[config.mk]
export PLATFORM = sky130hd
export DESIGN_NAME = pwm_capture_flat
export DESIGN_NICKNAME = d
export VERILOG_FILES = /design/src/rtl/pwm_capture_pkg.sv /design/src/rtl/pwm_capture_if.sv /design/src/rtl/pwm_capture_sync.sv /design/src/rtl/pwm_capture.sv /design/src/flat_wrapper.sv
export SDC_FILE = /design/constraint.sdc
export NUM_CORES = 1
export LEC_CHECK = 0
export BUFFER_PORTS_ARGS = -buffer_cell sky130_fd_sc_hd__clkbuf_2
export CAP_MARGIN = 10
export CORE_MARGIN = 5
export CORE_UTILIZATION = 55
export CTS_BUF_LIST = sky130_fd_sc_hd__clkbuf_4 sky130_fd_sc_hd__clkbuf_8
export CTS_CLUSTER_SIZE = 10
export DETAILED_ROUTE_END_ITERATION = 10
export PLACE_DENSITY = 0.77
export SLEW_MARGIN = 5
export SYNTH_ARGS = -nofsm -noshare
export SYNTH_HDL_FRONTEND = slang
export SYNTH_HIERARCHICAL = 1
export SYNTH_SLANG_ARGS = --single-unit
[constraint.sdc]
create_clock -name i_clk -period 3.4 [get_ports i_clk]
set_input_delay 0.51 -clock i_clk [delete_from_list [all_inputs] [get_ports i_clk]]
set_output_delay 0.51 -clock i_clk [all_outputs]
set_load 0.01 [all_outputs]
[src/rtl/pwm_capture_pkg.sv]
// pwm_capture_pkg: shared definitions for the PWM input-capture block.
// Holds the capture FSM state encoding, the register address map
// (decoded from wb_adr[1:0]) and the CTRL register bit positions.
package pwm_capture_pkg;

  typedef enum logic [1:0] {
    ST_IDLE = 2'd0,
    ST_ARM  = 2'd1,
    ST_HI   = 2'd2,
    ST_LO   = 2'd3
  } state_t;

  localparam logic [1:0] ADDR_CTRL   = 2'd0;
  localparam logic [1:0] ADDR_DIV    = 2'd1;
  localparam logic [1:0] ADDR_PERIOD = 2'd2;
  localparam logic [1:0] ADDR_HIGH   = 2'd3;

  localparam int CTRL_EN     = 0;
  localparam int CTRL_CONT   = 1;
  localparam int CTRL_IRQ_EN = 2;
  localparam int CTRL_DONE   = 3;
  localparam int CTRL_OVF    = 4;
  localparam int CTRL_LEVEL  = 5;

endpackage

[src/rtl/pwm_capture_if.sv]
// pwm_capture_if: 16-bit Wishbone slave bus of the capture block.
//
// Handshake: a request is cyc & stb while ack is low. The slave raises
// o_wb_ack for exactly one clock on the cycle after the request and
// registers o_wb_data alongside it; a write lands on that same edge. The
// master keeps cyc/stb/we/adr/data stable until it sees ack and must drop
// stb (or start a new access) afterwards, so back-to-back strobes are
// acknowledged every other cycle.
//
// Signals: i_wb_cyc, i_wb_stb, i_wb_we, i_wb_adr[15:0], i_wb_data[15:0]
// (master -> slave); o_wb_ack, o_wb_data[15:0] (slave -> master).
interface pwm_capture_if;
  logic        i_wb_cyc;
  logic        i_wb_stb;
  logic        i_wb_we;
  logic [15:0] i_wb_adr;
  logic [15:0] i_wb_data;
  logic        o_wb_ack;
  logic [15:0] o_wb_data;

  modport slave (
    input  i_wb_cyc, i_wb_stb, i_wb_we, i_wb_adr, i_wb_data,
    output o_wb_ack, o_wb_data
  );

  modport master (
    output i_wb_cyc, i_wb_stb, i_wb_we, i_wb_adr, i_wb_data,
    input  o_wb_ack, o_wb_data
  );
endinterface

[src/rtl/pwm_capture_sync.sv]
// pwm_capture_sync: brings the asynchronous PWM input into the clock
// domain and produces single-cycle edge pulses.
// Optional glitch filter enabled by the macro PWM_CAPTURE_FILT_EN: a new
// level must persist for 3 consecutive clocks before it is accepted.
//
// Ports: clk, rst (async, active-high), pwm (async input);
//        level (accepted level), rise / fall (one pulse per transition).
module pwm_capture_sync #(
  parameter int SYNC_STAGES = 2
) (
  input  logic clk,
  input  logic rst,
  input  logic pwm,
  output logic level,
  output logic rise,
  output logic fall
);

  logic [SYNC_STAGES-1:0] sync_q;
  logic                   level_int;
  logic                   prev_q;

  always_ff @(posedge clk or posedge rst) begin
    if (rst) begin
      sync_q <= '0;
    end else begin
      sync_q <= {sync_q[SYNC_STAGES-2:0], pwm};
    end
  end

`ifdef PWM_CAPTURE_FILT_EN
  logic       filt_q;
  logic [1:0] run_q;

  // run_q counts consecutive clocks the synchronized input has disagreed
  // with the accepted level; the third such clock commits the new level.
  always_ff @(posedge clk or posedge rst) begin
    if (rst) begin
      filt_q <= 1'b0;
      run_q  <= 2'd0;
    end else if (sync_q[SYNC_STAGES-1] != filt_q) begin
      if (run_q == 2'd2) begin
        filt_q <= sync_q[SYNC_STAGES-1];
        run_q  <= 2'd0;
      end else begin
        run_q <= run_q + 2'd1;
      end
    end else begin
      run_q <= 2'd0;
    end
  end

  assign level_int = filt_q;
`else
  assign level_int = sync_q[SYNC_STAGES-1];
`endif

  always_ff @(posedge clk or posedge rst) begin
    if (rst) begin
      prev_q <= 1'b0;
    end else begin
      prev_q <= level_int;
    end
  end

  assign level = level_int;
  assign rise  = level_int & ~prev_q;
  assign fall  = ~level_int & prev_q;

endmodule

[src/rtl/pwm_capture.sv]
// pwm_capture: measures period and high time of an external PWM signal.
// Optional input glitch filter: define PWM_CAPTURE_FILT_EN.
//
// Ports:
//   i_clk, i_rst  clock and asynchronous active-high reset
//   wb            Wishbone slave (pwm_capture_if.slave)
//                 0 CTRL: EN, CONT, IRQ_EN, DONE(W1C), OVF(W1C), LEVEL(ro)
//                 1 DIV, 2 PERIOD (ro), 3 HIGH (ro)
//   i_pwm         asynchronous PWM input
//   o_irq         level interrupt, IRQ_EN & (DONE | OVF), registered
//   o_state       current capture FSM state (debug)
module pwm_capture
  import pwm_capture_pkg::*;
#(
  parameter int CNT_W       = 16,
  parameter int SYNC_STAGES = 2
) (
  input  logic                 i_clk,
  input  logic                 i_rst,
  pwm_capture_if.slave         wb,
  input  logic                 i_pwm,
  output logic                 o_irq,
  output state_t               o_state
);

  localparam logic [CNT_W-1:0] CNT_MAX = '1;
  localparam logic [CNT_W-1:0] CNT_ONE = {{(CNT_W-1){1'b0}}, 1'b1};

  logic             level, rise, fall;
  state_t           state;
  logic             en, cont, irq_en, done, ovf;
  logic [15:0]      div_r;
  logic [15:0]      psc;
  logic [15:0]      div_eff;
  logic             tick;
  logic [CNT_W-1:0] cnt, cnt_cap;
  logic [CNT_W-1:0] high_shadow, period_r, high_r;
  logic             wb_req, wr_ctrl, wr_div;
  logic             done_set, ovf_set;
  logic [15:0]      rd_data;
  logic             unused_adr;

  assign unused_adr = ^wb.i_wb_adr[15:2];

  pwm_capture_sync #(.SYNC_STAGES(SYNC_STAGES)) u_sync (
    .clk   (i_clk),
    .rst   (i_rst),
    .pwm   (i_pwm),
    .level (level),
    .rise  (rise),
    .fall  (fall)
  );

  // psc counts clocks since the last rising edge (1..div_eff), so ticks
  // fall on distances d, 2d, ... from the edge and a result read as
  // cnt + tick on the closing edge equals floor(distance / d).
  assign div_eff = (div_r == 16'd0) ? 16'd1 : div_r;
  assign tick    = (psc >= div_eff);
  assign cnt_cap = (tick && cnt != CNT_MAX) ? cnt + CNT_ONE : cnt;

  always_ff @(posedge i_clk or posedge i_rst) begin
    if (i_rst) begin
      psc <= 16'd0;
    end else if (rise || tick) begin
      psc <= 16'd1;
    end else begin
      psc <= psc + 16'd1;
    end
  end

  always_comb begin
    wb_req   = wb.i_wb_cyc & wb.i_wb_stb & ~wb.o_wb_ack;
    wr_ctrl  = wb_req & wb.i_wb_we & (wb.i_wb_adr[1:0] == ADDR_CTRL);
    wr_div   = wb_req & wb.i_wb_we & (wb.i_wb_adr[1:0] == ADDR_DIV);
    done_set = en && (state == ST_LO) && rise;
    ovf_set  = en && (cnt == CNT_MAX) &&
               (((state == ST_HI) && !fall) || ((state == ST_LO) && !rise));
  end

  always_comb begin
    rd_data = '0;
    case (wb.i_wb_adr[1:0])
      ADDR_CTRL: begin
        rd_data[CTRL_EN]     = en;
        rd_data[CTRL_CONT]   = cont;
        rd_data[CTRL_IRQ_EN] = irq_en;
        rd_data[CTRL_DONE]   = done;
        rd_data[CTRL_OVF]    = ovf;
        rd_data[CTRL_LEVEL]  = level;
      end
      ADDR_DIV:    rd_data = div_r;
      ADDR_PERIOD: rd_data[CNT_W-1:0] = period_r;
      default:     rd_data[CNT_W-1:0] = high_r;
    endcase
  end

  // Capture FSM plus the registers it shares with the bus. HIGH is held in
  // high_shadow until the period closes so PERIOD/HIGH always update as a pair.
  always_ff @(posedge i_clk or posedge i_rst) begin
    if (i_rst) begin
      state       <= ST_IDLE;
      en          <= 1'b0;
      cont        <= 1'b0;
      irq_en      <= 1'b0;
      done        <= 1'b0;
      ovf         <= 1'b0;
      div_r       <= 16'd0;
      cnt         <= '0;
      high_shadow <= '0;
      period_r    <= '0;
      high_r      <= '0;
    end else begin
      if (!en) begin
        state <= ST_IDLE;
      end else begin
        case (state)
          ST_IDLE: state <= ST_ARM;
          ST_ARM:  if (rise) state <= ST_HI;
          ST_HI: begin
            if (fall) begin
              high_shadow <= cnt_cap;
              state       <= ST_LO;
            end else if (cnt == CNT_MAX) begin
              state <= ST_ARM;
            end
          end
          ST_LO: begin
            if (rise) begin
              period_r <= cnt_cap;
              high_r   <= high_shadow;
              state    <= cont ? ST_HI : ST_IDLE;
            end else if (cnt == CNT_MAX) begin
              state <= ST_ARM;
            end
          end
          default: state <= ST_IDLE;
        endcase
      end

      if (rise) begin
        cnt <= '0;
      end else if ((state == ST_HI || state == ST_LO) && tick && cnt != CNT_MAX) begin
        cnt <= cnt + CNT_ONE;
      end

      // A software write of EN takes priority over the single-shot auto-clear.
      if (wr_ctrl) begin
        en     <= wb.i_wb_data[CTRL_EN];
        cont   <= wb.i_wb_data[CTRL_CONT];
        irq_en <= wb.i_wb_data[CTRL_IRQ_EN];
      end else if (done_set && !cont) begin
        en <= 1'b0;
      end

      // Hardware set beats a simultaneous write-1-to-clear.
      done <= (done & ~(wr_ctrl & wb.i_wb_data[CTRL_DONE])) | done_set;
      ovf  <= (ovf  & ~(wr_ctrl & wb.i_wb_data[CTRL_OVF]))  | ovf_set;

      if (wr_div) begin
        div_r <= wb.i_wb_data;
      end
    end
  end

  always_ff @(posedge i_clk or posedge i_rst) begin
    if (i_rst) begin
      wb.o_wb_ack  <= 1'b0;
      wb.o_wb_data <= 16'd0;
    end else begin
      wb.o_wb_ack  <= wb_req;
      wb.o_wb_data <= (wb_req && !wb.i_wb_we) ? rd_data : 16'd0;
    end
  end

  always_ff @(posedge i_clk or posedge i_rst) begin
    if (i_rst) begin
      o_irq <= 1'b0;
    end else begin
      o_irq <= irq_en & (done | ovf);
    end
  end

  assign o_state = state;

endmodule

[src/flat_wrapper.sv]
// flat-port wrapper written by rule: the top's interface ports become plain ports
module pwm_capture_flat import pwm_capture_pkg::*;
#(
  parameter int CNT_W       = 16,
  parameter int SYNC_STAGES = 2
)
  (i_clk, i_rst, i_pwm, o_irq, o_state, wb_i_wb_cyc, wb_i_wb_stb, wb_i_wb_we, wb_i_wb_adr, wb_i_wb_data, wb_o_wb_ack, wb_o_wb_data);
  pwm_capture_if wb_i ();
  input  logic i_clk;
  input  logic i_rst;
  input  logic i_pwm;
  output logic o_irq;
  output state_t o_state;
  input wire logic [$bits(wb_i.i_wb_cyc)-1:0] wb_i_wb_cyc;
  input wire logic [$bits(wb_i.i_wb_stb)-1:0] wb_i_wb_stb;
  input wire logic [$bits(wb_i.i_wb_we)-1:0] wb_i_wb_we;
  input wire logic [$bits(wb_i.i_wb_adr)-1:0] wb_i_wb_adr;
  input wire logic [$bits(wb_i.i_wb_data)-1:0] wb_i_wb_data;
  output wire logic [$bits(wb_i.o_wb_ack)-1:0] wb_o_wb_ack;
  output wire logic [$bits(wb_i.o_wb_data)-1:0] wb_o_wb_data;
  assign wb_i.i_wb_cyc = wb_i_wb_cyc;
  assign wb_i.i_wb_stb = wb_i_wb_stb;
  assign wb_i.i_wb_we = wb_i_wb_we;
  assign wb_i.i_wb_adr = wb_i_wb_adr;
  assign wb_i.i_wb_data = wb_i_wb_data;
  assign wb_o_wb_ack = wb_i.o_wb_ack;
  assign wb_o_wb_data = wb_i.o_wb_data;
  pwm_capture #(.CNT_W(CNT_W), .SYNC_STAGES(SYNC_STAGES)) u_core (.i_clk(i_clk), .i_rst(i_rst), .wb(wb_i), .i_pwm(i_pwm), .o_irq(o_irq), .o_state(o_state));
endmodule
# == Yosys cells after proc, flatten, opt, wreduce, memory -nomap -nowiden ==
# Cells that the tools add are included.
# totals
ff_bits,124
inputBits,38
output_inout_bits,20
# classes
addsub,2
order_cmp,1
n_eq_ne,8
mux,17
bitwise_logic,20
n_reduce_logical,25
# ops
operator,count
$mux W16,6
$add A16 B1 Y16 const B,2
$pmux W10 S3,1
$pmux W6 S3,1
$eq A16 B16 Y1 const B,1
$ge A16 B16 Y1,1
$logic_not A16 Y1,1
$ne A16 B16 Y1 const B,1
$and A1 B1 Y1,12
$mux W2,6
$logic_and A1 B1 Y1,11
$pmux W2 S4,1
$eq A2 B2 Y1 const B,3
$reduce_and A3 Y1,2
$not A1 Y1,5
$eq A2 B1 Y1 const B,2
$logic_not A1 Y1,4
$logic_not A2 Y1,2
$reduce_bool A2 Y1,2
$logic_or A1 B1 Y1,3
$ne A3 B2 Y1 const B,1
$or A1 B1 Y1,3
$mux W1,2

# == Longest topological paths before layout ==
# logic_depth
ltp_word,8
mapped_depth,11
ltp_nobuf,9

# == Modules after synthesis ==
# Netlist, hierarchy kept.
# modules_own_cells
module,n_inst,cells_per_inst,area_per_inst_um2
pwm_capture,1,641,6188.4
pwm_capture_sync,1,6,93.8

# == Least setup slack after synthesis ==
# No wires, ideal clock.
# synth_path
path_type,register to register
start,register u_core.div_r[8]
end,register u_core.psc[0]
t_arrival_ns,2.602
t_required_ns,3.273
slack_ns,0.670
stages_incl_launch_ff,10
path_buffers,1
period_less_slack_ns,2.730
path_cell_list,dfrtp_1 > nor4_1 > a41o_1 > ha_1 > nand2b_1 > a2111oi_2 > o32ai_2 > or3_2 > buf_2 > or2_2
# synth_via
elab_chain_len,5
# synth_lines
element,line,source
start: declaration,pwm_capture.sv:32,logic [15:0] div_r;
start signal: assignment,pwm_capture.sv:160,div_r <= wb.i_wb_data;
$logic_not A16 Y1,pwm_capture.sv:57,assign div_eff = (div_r == 16'd0) ? 16'd1 : div_r;
$mux W16 *,pwm_capture.sv:57,
$ge A16 B16 Y1 *,pwm_capture.sv:58,assign tick = (psc >= div_eff);
$logic_or A1 B1 Y1 *,pwm_capture.sv:64,end else if (rise || tick) begin
$mux W16 *,pwm_capture.sv:64,
end signal: assignment,pwm_capture.sv:67,psc <= psc + 16'd1;
end: declaration,pwm_capture.sv:33,logic [15:0] psc;
# Every way passes the cells marked *; elsewhere a longest branch is shown, timed or not.
# A chain may end at the register's enable or synchronous reset.

# == Worst setup path in the final report ==
# layout_path
start,register u_core.div_r[2]
end,register u_core.period_r[13]
# layout_via
elab_chain_len,5
# layout_lines
element,line,source
$logic_not A16 Y1,pwm_capture.sv:57,
$mux W16 *,pwm_capture.sv:57,
$ge A16 B16 Y1 *,pwm_capture.sv:58,
$logic_and A1 B1 Y1 *,pwm_capture.sv:59,assign cnt_cap = (tick && cnt != CNT_MAX) ? cnt + CNT_ONE : cnt;
$mux W16 *,pwm_capture.sv:59,
end signal: assignment,pwm_capture.sv:129,period_r <= cnt_cap;
end: declaration,pwm_capture.sv:37,"logic [CNT_W-1:0] high_shadow, period_r, high_r;"
# Marked as above.

==> reports/summary.txt <==
Synth warnings: 6
Layout Skew: 0.00926 ns
CP max FO: 7
Worst Setup Start Kind: flip-flop
Routability Congestion: 0.866
setup bufs post-CTS: 0
antenna violations before repair: 0
met3 Resource Use GR: 5.24%
synth top area cells: dfrtp_1, nand2_1, ha_1
# diodes: 0
synth unique cells: 63
clock latency on the worst-skew pair: 0.45 ns
via count: 4869
CTS tree: yes
FF+latch area: 0.00310 sq mm
Reg2Reg Depth: 10
area fraction of the dominant cell type after synthesis: 49.4%
CP cell instances: nor4_1, a41o_1, ha_1, nand2b_1, a2111oi_2, o32a_2, buf_4, a21oi_4, and3_1, o31ai_1
Slew Viols, Final: 0
Crit. End Element: flip-flop
Fill cells: 914
Wirelength per Cell: 17.2 microns
area of the multi-input gates: 0.00295 sq mm
Synth Flop Type: dfrtp_1
clock-pin slew on the worst setup and hold paths: 0.07 ns
Avg Cell Area, Syn: 9.71 sq um
total core area: 0.0113 sq mm
largest net degree at the start of global routing: 63
Top Ports: 58
vias in the first global route: 4792
drt pass-1 iters: 5
total negative slack: 0 ns
Final min period: 3.12 ns
Yosys top cell by area: dfrtp_1
total gr overflow: 0
Area Growth Syn to Fin: 12.2%
H-tree depth: 4
maximum resistive drop on vdd: 0.455 mV
die width: 117 microns
Setup Crit Path Kind: reg2reg
Final #Nets: 740
Slew @ Worst Pin: 0.835 ns
Leakage Power: 3.36 nW
status: complete, no violations
drc violations: 0
RSZ-0062 raised after global routing: no
vias per inst: 5.80
hpwl dp: 10.3 mm
Syn Nets: 703
post-synthesis register bit count: 124
Die ar.: 0.0137 sq mm
MaxCap Viol Count: 0
Slowest-stage cell, CP: a2111oi_2
Non-Filler Instances: 840
post-synthesis sequential area ratio: 49.4%
Initial Util: 55.5%
fin crit share: 91.9%
GRT Max-Usage Layer: met2
Cell Area, Synth: 0.00628 sq mm
Relative slew margins: 44.3%
clock sink total: 124
Final ANT Viol Nets: 0
# setup viols final: 0
Design Power: 0.00368 W
Row Count: 39
HP Class: in2reg
WP data arrival: 3.45 ns
clk buf depth: 2
Starting DRT DRC Count: 468
Power Density: 522 mW/mm^2
GR Layer Usage met1: 30.7%
Crit path required time: 3.73 ns
Syn Inst Count: 647
worst hold stages: 1
first-pass GRT wire length: 23.7 mm
final wirelength: 14.4 mm
layout cell share with drive strength beyond 1: 19.2%
fmax: 0.320 GHz
Die Y: 117 microns
Port Buffers: 43
Root Buffer Master: clkbuf_8
hold slack final: 0.177 ns
fraction of registers with async set/reset: 100%
final hold viol count: 0
met2 Usage GRT: 35.1%
dpl cell area: 0.00661 sq mm
Final Cell Area: 0.00705 sq mm
Cells after DPL: 807
CTS buffer count: 17
number of enable flip-flop cells after synthesis: 0
Crit path largest cell delay: 0.46 ns
All-Layer GR Usage: 22.7%
## worst paths after layout
path,start,endpoint,slack (ns)
setup / recovery,u_core/div_r[2],u_core/period_r[13],0.28
hold / removal,i_pwm,u_core/u_sync/sync_q[0],0.18
setup reg to reg,u_core/div_r[2],u_core/period_r[13],0.28
hold reg to reg,u_core/u_sync/sync_q[0],u_core/u_sync/sync_q[1],0.36
max in group asynchronous,i_rst,u_core/high_r[13],1.83
min in group asynchronous,i_rst,u_core/u_sync/sync_q[0],0.50
## report_power, final
part	leakage [nW]	internal, W	switching [W]	total (W)
Clock	0.227	0.000831	0.000551	0.00138
Combinational	1.47	0.000239	0.000271	0.000510
Sequential	1.66	0.00163	0.000160	0.00179
Total	3.36	0.00270	0.000983	0.00368
## critical path: cells and delay by family, from the launching register on
kind                     cells  cell delay (ns)
buffers and inverters        1             0.18
AO/OA/AOI/OAI                5             1.45
flip-flops                   1             0.40
adder cells (fa/ha/maj)      1             0.24
AND/OR/NAND/NOR              3             0.73
## layout make-up
cell class                      instances  share of cell area (%)
Inverter                               22                    1.22
Tap cell                              143                    2.54
Timing Repair Buffer                   53                    4.33
Clock inverter                          7                    1.56
Clock buffer                           25                    4.53
Multi-Input combinational cell        466                    41.8
Sequential cell                       124                    44.0
## per-stage QoR
step | util (%) | setup slack [ns]
global placement | 58.4 | 0.333
detailed placement | 58.4 | 0.268
finish | 62.3 | 0.275
CTS | 62.3 | 0.180
global route | 62.3 | 0.145
floorplan | - | 0.670
## cells by family after synthesis
family          Yosys count  share of synthesized area, %
buf+inv                  57                          3.70
xor+xnor                 19                          2.65
fa+ha+maj                18                          3.59
mux                      26                          5.62
compound gates          131                          14.5
simple gates            272                          20.6
flops                   124                          49.4
## state kept, by name, indices dropped and copies added (netlist names), 2 cells and up
signal,count
u_core/cnt,16
u_core/div_r,16
u_core/high_r,16
u_core/high_shadow,16
u_core/period_r,16
u_core/psc,16
u_core/wb.o_wb_data,16
u_core/o_state,2
u_core/u_sync/sync_q,2
## metal layers
metal  part of all wire, %  up-vias
met3                   5.2       30
li1                      -     2334
met1                    44     2367
met4                   2.4        0
met2                    48      138
met5                     0        -
## layout by cell type (no fill, tap or decap), drive strengths merged, types with 4 or more instances in the layout
cell type,count
and2,5
nand4,7
inv,21
o31ai,5
clkinv,4
mux4,6
dfrtp,124
or2,4
nand3,20
o21ai,40
or3,7
xnor2,8
o31a,4
mux2,14
a22oi,10
a21oi,29
and3,14
nand2b,13
nand2,112
nor2b,11
ha,18
nor4,5
xor2,11
nor3,12
buf,9
clkbuf,68
nor2,55
mux2i,6
a31o,9
o21a,4
## cell usage after synthesis, types with 11 or more instances
cell	number
a21oi_1	28
and3_1	14
clkbuf_1	29
dfrtp_1	124
ha_1	18
inv_1	22
mux2_2	14
nand2_1	112
nand2b_1	13
nand3_1	20
nor2_1	55
nor2b_1	11
nor3_1	11
o21ai_0	38
xor2_1	11
## timing repair
action / CTS / global route
endpoints found under the hold margin: 3 / 0
endpoints found under the setup margin: 0 / 1
resized for setup: 0 / 1
hold buffers: 1 / 0
(Power assumes the default switching activity.)
